**src/rtl/vram_pkg.sv**
```systemverilog
// Shared defaults and requester-id type for the VRAM port-B arbiter slice.
package vram_pkg;

    localparam int unsigned AW_DEF     = 12;
    localparam int unsigned DW_DEF     = 32;
    localparam int unsigned RD_LAT_DEF = 2;

    typedef enum logic {
        REQ0 = 1'b0,
        REQ1 = 1'b1
    } req_id_e;

endpackage

```
**src/rtl/vram_rd_tag_pipe.sv**
```systemverilog
// Valid/requester-id shift pipeline; a pushed read tag appears at the output DEPTH cycles later.
module vram_rd_tag_pipe
    import vram_pkg::*;
#(
    parameter int unsigned DEPTH = RD_LAT_DEF + 1
) (
    input  logic    clk,
    input  logic    rst_n,
    input  logic    push,
    input  req_id_e push_id,
    output logic    out_valid,
    output req_id_e out_id
);

    logic [DEPTH-1:0] vld_q;
    req_id_e          id_q [DEPTH];

    always_ff @(posedge clk or negedge rst_n) begin
        if (!rst_n) begin
            vld_q <= '0;
            for (int i = 0; i < DEPTH; i++) begin
                id_q[i] <= REQ0;
            end
        end else begin
            vld_q   <= {vld_q[DEPTH-2:0], push};
            id_q[0] <= push_id;
            for (int i = 1; i < DEPTH; i++) begin
                id_q[i] <= id_q[i-1];
            end
        end
    end

    assign out_valid = vld_q[DEPTH-1];
    assign out_id    = id_q[DEPTH-1];

endmodule

```
**src/rtl/vram_port_arbiter.sv**
```systemverilog
// Two-requester round-robin arbiter onto a single registered VRAM port B with read-return routing.
module vram_port_arbiter
    import vram_pkg::*;
#(
    parameter int unsigned AW     = AW_DEF,
    parameter int unsigned DW     = DW_DEF,
    parameter int unsigned RD_LAT = RD_LAT_DEF
) (
    input  logic          clk,
    input  logic          rst_n,

    input  logic          r0_valid,
    input  logic          r0_we,
    input  logic [AW-1:0] r0_addr,
    input  logic [DW-1:0] r0_wdata,
    output logic          r0_ready,
    output logic          r0_rvalid,
    output logic [DW-1:0] r0_rdata,

    input  logic          r1_valid,
    input  logic          r1_we,
    input  logic [AW-1:0] r1_addr,
    input  logic [DW-1:0] r1_wdata,
    output logic          r1_ready,
    output logic          r1_rvalid,
    output logic [DW-1:0] r1_rdata,

    output logic [AW-1:0] addr_b,
    output logic [DW-1:0] data_b,
    output logic          we_b,
    input  logic [DW-1:0] q_b
);

    logic          gnt0, gnt1, xfer;
    req_id_e       sel, last_q;
    logic          cmd_we;
    logic [AW-1:0] cmd_addr, addr_q;
    logic [DW-1:0] cmd_wdata, data_q;
    logic          we_q;
    logic          tag_valid;
    req_id_e       tag_id;

    // Held in reset, nobody is granted; on contention the most recent winner yields.
    always_comb begin
        gnt0 = 1'b0;
        gnt1 = 1'b0;
        if (rst_n) begin
            if (r0_valid && r1_valid) begin
                gnt0 = (last_q == REQ1);
                gnt1 = (last_q == REQ0);
            end else begin
                gnt0 = r0_valid;
                gnt1 = r1_valid;
            end
        end
    end

    always_comb begin
        xfer      = gnt0 | gnt1;
        sel       = gnt1 ? REQ1 : REQ0;
        cmd_we    = gnt1 ? r1_we    : r0_we;
        cmd_addr  = gnt1 ? r1_addr  : r0_addr;
        cmd_wdata = gnt1 ? r1_wdata : r0_wdata;
    end

    always_ff @(posedge clk or negedge rst_n) begin
        if (!rst_n) begin
            last_q <= REQ1;
            we_q   <= 1'b0;
            addr_q <= '0;
            data_q <= '0;
        end else begin
            we_q <= xfer && cmd_we;
            if (xfer) begin
                last_q <= sel;
                addr_q <= cmd_addr;
            end
            // Reads leave the write-data register untouched.
            if (xfer && cmd_we) begin
                data_q <= cmd_wdata;
            end
        end
    end

    vram_rd_tag_pipe #(
        .DEPTH (RD_LAT + 1)
    ) u_tag_pipe (
        .clk       (clk),
        .rst_n     (rst_n),
        .push      (xfer && !cmd_we),
        .push_id   (sel),
        .out_valid (tag_valid),
        .out_id    (tag_id)
    );

    assign r0_ready  = gnt0;
    assign r1_ready  = gnt1;
    assign addr_b    = addr_q;
    assign data_b    = data_q;
    assign we_b      = we_q;
    assign r0_rvalid = tag_valid && (tag_id == REQ0);
    assign r1_rvalid = tag_valid && (tag_id == REQ1);
    assign r0_rdata  = q_b;
    assign r1_rdata  = q_b;

endmodule

```
**config.mk**
```make
export PLATFORM = sky130hd
export DESIGN_NAME = vram_port_arbiter
export DESIGN_NICKNAME = d
export VERILOG_FILES = /design/src/rtl/vram_pkg.sv /design/src/rtl/vram_rd_tag_pipe.sv /design/src/rtl/vram_port_arbiter.sv
export SDC_FILE = /design/constraint.sdc
export NUM_CORES = 1
export LEC_CHECK = 0
export CORE_AREA = 2 2 99 101
export CTS_CLUSTER_DIAMETER = 50
export CTS_CLUSTER_SIZE = 40
export DETAILED_ROUTE_END_ITERATION = 8
export DIE_AREA = 0 0 101 103
export PLACE_DENSITY_LB_ADDON = 0.08
export SETUP_SLACK_MARGIN = 0.3
export SYNTH_ARGS = -nofsm -noshare
export SYNTH_HDL_FRONTEND = slang
export SYNTH_HIERARCHICAL = 1
export SYNTH_SLANG_ARGS = --single-unit
```
**constraint.sdc**
```tcl
create_clock -name clk -period 1.78 [get_ports clk]
set_input_delay 0.356 -clock clk [delete_from_list [all_inputs] [get_ports clk]]
set_output_delay 0.356 -clock clk [all_outputs]
set_load 0.01 [all_outputs]
```
==> run metrics, run 1 <==
clock transition at the registers of the reported paths=0.09 ns; slowest CP cell=sky130_fd_sc_hd__dfstp_2; Antenna Cells=0; Placeable Area=9459 um2; number of DRC markers after the initial detailed-route iteration=19; post-synthesis cell count=241; cell type group with the largest total delay on the critical path=flip-flops; setup slack on the worst flop-to-flop path=0.08 ns; count of non-filler cells in the finished layout=458; number of input and output port buffers inserted=142; DIE WIDTH=101 um; clock buffers created by TritonCTS=5; worst reg2reg path startpoint=last_q; layout cell share with drive strength beyond 1=0.3256; number of cell instances on the worst register-to-register path=6; Max VDD drop=307.3 uV; height of the chip=103 um; power density cells=785.7 nW/um2; final core utilization=0.4763; proportion of synthesized chip area in sequential cells=0.4341; total power draw=3.540 mW; outcome=complete, no violations; nets in the synthesized netlist=367; # setup viols final=0; synth-to-layout area growth=50.17%; root buffer selected by CTS=sky130_fd_sc_hd__clkbuf_8; data required time at the worst endpoint=1.97 ns; number of antenna violations at the first check in global routing=0; drt first pass iters=3; global route overflow=0; Critical Path Source=last_q; source-to-sink clock delay at the later pin of the worst-skew pair=0.31 ns; Slew @ Worst Pin=0.6662 ns; global-route wire length before repair=10310 um; number of register bits inferred by synthesis=52; final critical-path required period=1.700 ns; reg-to-reg endpoint=data_b[23]; Total Wirelength=6982 um; final hold viol count=0; kind of path behind the tightest hold check=flop to flop; Routed Antenna Nets=0; worst-case hold path end point=u_tag_pipe/vld_q[2]; starting density of the core=0.3172; Setup Skew=0.008117 ns; most common cell after layout, fill and taps aside=sky130_fd_sc_hd__clkdlybuf4s50_1; overall global routing resource usage=0.1283; timing-limited maximum frequency=588.1 MHz; commonest non-fill, non-tap cells in the layout=sky130_fd_sc_hd__clkdlybuf4s50_1, sky130_fd_sc_hd__dfrtp_1, sky130_fd_sc_hd__dlygate4sd2_1; normalized max-slew margin=0.5559; maximum net fanout on the critical path=5; average footprint of a synthesized cell=12.45 um2; routed via count divided by cell count=4.330; total I/O pin count=239; critical path launch point type=flop; largest net degree at the start of global routing=53; WS Path Type=flop to flop; signal arrival time at the worst endpoint=1.89 ns; weighted congestion reported at the end of routability-driven placement=0.7138; CP Buf/Inv Count=2; clock sinks=52; count of cell types in the netlist=20; setup repair after global routing missed its margin=yes; count of nets after finishing=470; worst hold path stage count=0; Max Cap Violations=0; clock buffer depth=2; post-route fraction of the period consumed by the critical path=0.9552; number of pins exceeding their max-slew limit in the final report=0; layout filler cell count=914; WL per Instance=15.24 um; Yosys Warn Count=6; list of cells traversed by the critical path=nand2_2 > nand3_4 > buf_8 > clkbuf_16 > mux2_4 > mux2_2; hold buffer count at cts=0; post-synthesis instance area=3000 um2; H-tree Lvls=2; startpoint of the most critical hold path=u_tag_pipe/vld_q[1]; vias in the first global route=2037; die footprint=10400 um2; count of unresolved DRC violations after routing=0; count of placed standard cells including taps=440; total vias in the final route=1983; crit end category=flop; P_leak=2.183 nW; delay of the slowest cell on the worst path=0.57 ns; site row count=36; TritonCTS clock tree=built; dpl hpwl=5038 um
[area by class of cell]
type | count | area, um2 | area share
Clock buffer | 7 | 96.34 | 0.02138
Inverter | 2 | 10.01 | 0.002222
Multi-Input combinational cell | 113 | 1210 | 0.2685
Sequential cell | 52 | 1303 | 0.2891
Tap cell | 114 | 142.6 | 0.03166
Timing Repair Buffer | 170 | 1744 | 0.3871
[cell usage after synthesis (all sizes together)]
master,n,area (um2)
inv,2,7.510
nand2b,1,6.260
dfrtp,51,1276
nand3,1,10.01
clkbuf,2,7.510
nand4,1,6.260
and3,1,6.260
and2,1,6.260
a21boi,1,11.26
buf,72,559.3
mux2,65,825.8
nor2b,1,6.260
nor2,1,3.750
mux2i,12,120.1
o21ai,13,65.06
dfstp,1,26.28
nand2,15,56.30
[what timing repair did]
action | 4_1_cts | 5_1_grt
pin swaps | 1 | 3
gates resized for setup | 85 | 25
gates cloned | 1 | 3
buffers inserted | 3 | 4
endpoints found under the setup margin | 94 | 49
[worst max-delay path by stage]
| stage | endpoint | slack (ns) | cells after the start |
|---|---|---|---|
| finish | data_b[23] | 0.08 | 6 |
| global route | data_b[27] | 0.05 | 6 |
| CTS | data_b[20] | 0.09 | 6 |
| detailed placement | r1_ready | -0.30 | 4 |
| global placement | r1_ready | -0.27 | 4 |
| floorplan | data_b[10] | 0.18 | 6 |
[registers in the layout, summed over array words and instances (netlist names)]
register           cells
u_tag_pipe/out_id      1
u_tag_pipe/id_q        2
addr_b                12
last_q                 1
we_b                   1
data_b                32
u_tag_pipe/vld_q       3
[cell families (layout without fill, tap and decap cells)]
| logic type | after synthesis | count (layout) | synth area share |
|---|---|---|---|
| flops | 52 | 52 | 0.4341 |
| buf+inv | 76 | 179 | 0.1914 |
| simple gates | 22 | 22 | 0.03378 |
| mux | 77 | 77 | 0.3153 |
| compound gates | 14 | 14 | 0.02544 |
[power breakdown]
group | total (mW) | leakage (nW) | switching [mW] | internal, mW
clock network | 0.722 | 0.0503 | 0.375 | 0.347
logic | 1.28 | 1.51 | 0.475 | 0.810
registers | 1.53 | 0.626 | 0.108 | 1.43
[stage by stage]
stage          hold WS, ns  TNS [ns]  area (um2)  worst slack [ns]
2_1_floorplan      0.06041         0        3030            0.1845
3_3_place_gp        0.3349    -8.845        4173           -0.2673
3_5_place_dp        0.3347    -10.24        4173           -0.3024
4_1_cts             0.3535         0        4337           0.08604
5_1_grt             0.3635         0        4506           0.05301
6_report            0.3537         0        4506           0.07972
[per-layer routing]
layer | global-route usage | part of all wire | vias up
met5 | 0 | 0 | -
met4 | 0.05821 | 0.020 | 0
met1 | 0.1526 | 0.41 | 921
li1 | - | - | 956
met2 | 0.2169 | 0.50 | 83
met3 | 0.03593 | 0.077 | 23
No activity file was read; power rests on OpenSTA's default activity.
==> inputs of run 2 (changes only) <==
- MAX_ROUTING_LAYER: not set -> met4
==> run 2 against run 1 <==
- setup slack improved by 0.0017 ns
- cell area unchanged
- wire length increased by 0.29%
- maximum frequency increased by 0.10%
- clock skew decreased by 0.0027 ns
- utilization unchanged
- sequential cell count unchanged
- clock power decreased by 0.6%
- total power decreased by 0.11%
- global-route usage increased by 0.37 points
- largest cell class unchanged
==> run metrics, run 2 (synthesis gave the netlist of run 1 again) <==
Routed Antenna Nets=0 (unchanged); kind of path behind the tightest hold check=flop to flop; normalized max-slew margin=0.5569 (+0.001039); Total Wirelength=7002 um (+0.29%); slowest CP cell=sky130_fd_sc_hd__dfstp_2; setup repair after global routing missed its margin=yes; clock buffers created by TritonCTS=5 (unchanged); Max VDD drop=307.5 uV (about the same); final setup TNS=0 ns (unchanged); total I/O pin count=239 (unchanged); vias in the first global route=2040 (+0.15%); DIE WIDTH=101 um (unchanged); worst reg2reg path startpoint=last_q; number of pins exceeding their max-slew limit in the final report=0 (unchanged); signal arrival time at the worst endpoint=1.89 ns (about the same); sequential cell fraction of total power=0.434 (about the same); met1 track demand over resource=0.1556 (+0.002951); weighted congestion reported at the end of routability-driven placement=0.7220 (+1.1%); Slew @ Worst Pin=0.6646 ns (-0.001559 ns); global routing usage on met3=0.03119 (-0.004746); final critical-path required period=1.699 ns (-0.001707 ns); routed via count divided by cell count=4.328 (about the same); flip-flop count of the largest register, all copies and words added=32 (unchanged); overall global routing resource usage=0.1320 (+0.003653); delay of the slowest cell on the worst path=0.57 ns (about the same); # setup viols final=0 (unchanged); WL per Instance=15.29 um (+0.29%); hold buffer count at cts=0 (unchanged); clock sinks=52 (unchanged); internal portion of total power=2.583 mW (about the same); H-tree Lvls=2 (unchanged); WS Path Type=flop to flop; count of unresolved DRC violations after routing=0 (unchanged); Placeable Area=9459 um2 (unchanged); total vias in the final route=1982 (-0.050%); number of DRC markers after the initial detailed-route iteration=19 (unchanged); number of antenna violations at the first check in global routing=0 (unchanged); Max Cap Violations=0 (unchanged); most common cell after layout, fill and taps aside=sky130_fd_sc_hd__clkdlybuf4s50_1; layout cell share with drive strength beyond 1=0.3256 (unchanged); root buffer selected by CTS=sky130_fd_sc_hd__clkbuf_8; die footprint=10400 um2 (unchanged); switching power=0.9538 mW (-0.39%); outcome=complete, no violations; power density cells=784.9 nW/um2 (-0.11%); final hold viol count=0 (unchanged); commonest non-fill, non-tap cells in the layout=sky130_fd_sc_hd__clkdlybuf4s50_1, sky130_fd_sc_hd__dfrtp_1, sky130_fd_sc_hd__dlygate4sd2_1; site row count=36 (unchanged); P_leak=2.183 nW (unchanged); global-route wire length before repair=10300 um (about the same); startpoint of the most critical hold path=u_tag_pipe/vld_q[1]; TritonCTS clock tree=built; drt first pass iters=4 (+1); list of cells traversed by the critical path=nand2_2 > nand3_4 > buf_8 > clkbuf_16 > mux2_4 > mux2_2; largest net degree at the start of global routing=53 (unchanged); clock buffer depth=2 (unchanged); Critical Path Source=last_q; data required time at the worst endpoint=1.97 ns (about the same); starting density of the core=0.3172 (unchanged); logic gate share of total power=0.363 (about the same); post-route fraction of the period consumed by the critical path=0.9543 (-0.0009590); clock transition at the registers of the reported paths=0.09 ns (about the same); source-to-sink clock delay at the later pin of the worst-skew pair=0.30 ns (about the same); global route overflow=0 (unchanged); Antenna Cells=0 (unchanged); met2 capacity usage during global routing=0.2159 (-0.001026); clock group share of total power=0.203 (about the same); crit end category=flop; final core utilization=0.4763 (unchanged); synth-to-layout area growth=50.17% (unchanged); Top Usage Layer GRT=met2; height of the chip=103 um (unchanged); critical path launch point type=flop; timing-limited maximum frequency=588.7 MHz (+0.10%); dpl hpwl=5038 um (unchanged); Setup Skew=0.005456 ns (-0.002661 ns); number of input and output port buffers inserted=142 (unchanged); count of nets after finishing=470 (unchanged); maximum net fanout on the critical path=5 (unchanged); sw frac=0.2697 (-0.0007669)
==> run 2: path summary, 6_finish.rpt <==
check / end / slack (ns) / cells past startpoint
setup / recovery: data_b[23] / 0.08 / 6
hold / removal: u_tag_pipe/vld_q[2] / 0.35 / 0
setup reg to reg: data_b[23] / 0.08 / 6
hold reg to reg: u_tag_pipe/vld_q[2] / 0.35 / 0
max in group asynchronous: data_b[9] / 0.91 / 3
min in group asynchronous: data_b[30] / 0.42 / 3
==> run 2: per-stage QoR <==
| step | hold slack [ns] | total power [mW] | instance area [um2] | cells | setup WS, ns |
|---|---|---|---|---|---|
| 3_3_place_gp | 0.3349 | 2.898 | 4173 | 440 | -0.2673 |
| 4_1_cts | 0.3535 | 3.544 | 4337 | 451 | 0.08604 |
| 3_5_place_dp | 0.3347 | 2.913 | 4173 | 440 | -0.3024 |
| 2_1_floorplan | 0.06041 | 2.235 | 3030 | 241 | 0.1845 |
| 5_1_grt | 0.3635 | 3.754 | 4506 | 458 | 0.05301 |
| 6_report | 0.3537 | 3.536 | 4506 | 458 | 0.08143 |
==> run 2: final cells by class <==
| type | instances | area, um2 |
|---|---|---|
| flip-flops and latches | 52 | 1303 |
| clock buffers | 7 | 96.34 |
| multi-input cells | 113 | 1210 |
| repair buffers | 170 | 1744 |
| inverters | 2 | 10.01 |
| fillers | 914 | 4954 |
| well taps | 114 | 142.6 |
==> run 2: metal layers <==
metal,vias up,routed length [um]
li1,956,-
met1,920,2925
met2,83,3459
met3,23,473
met4,0,144
met5,-,0
==> run 2: timing repair <==
action                                  CTS  global route
buffers inserted                          3             4
gates resized for setup                  85            25
endpoints found under the setup margin   94            49
cloned                                    1             3
pin swaps                                 1             3
==> run 2: power by group through the flow <==
stage / Combinational (mW) / Sequential, mW / Clock [mW]
after detailed placement: 1.35 / 1.56 / 0
after global routing: 1.38 / 1.57 / 0.804
final: 1.28 / 1.53 / 0.718
after CTS: 1.24 / 1.54 / 0.765
after floorplan: 0.560 / 1.67 / 0
after global placement: 1.34 / 1.56 / 0
==> run 2: critical path: cells and delay by family, from the launching register on <==
family | cells | cell delay [ns]
and+or+nand+nor | 2 | 0.17
DFF | 1 | 0.57
buffers and inverters | 2 | 0.29
muxes | 2 | 0.55
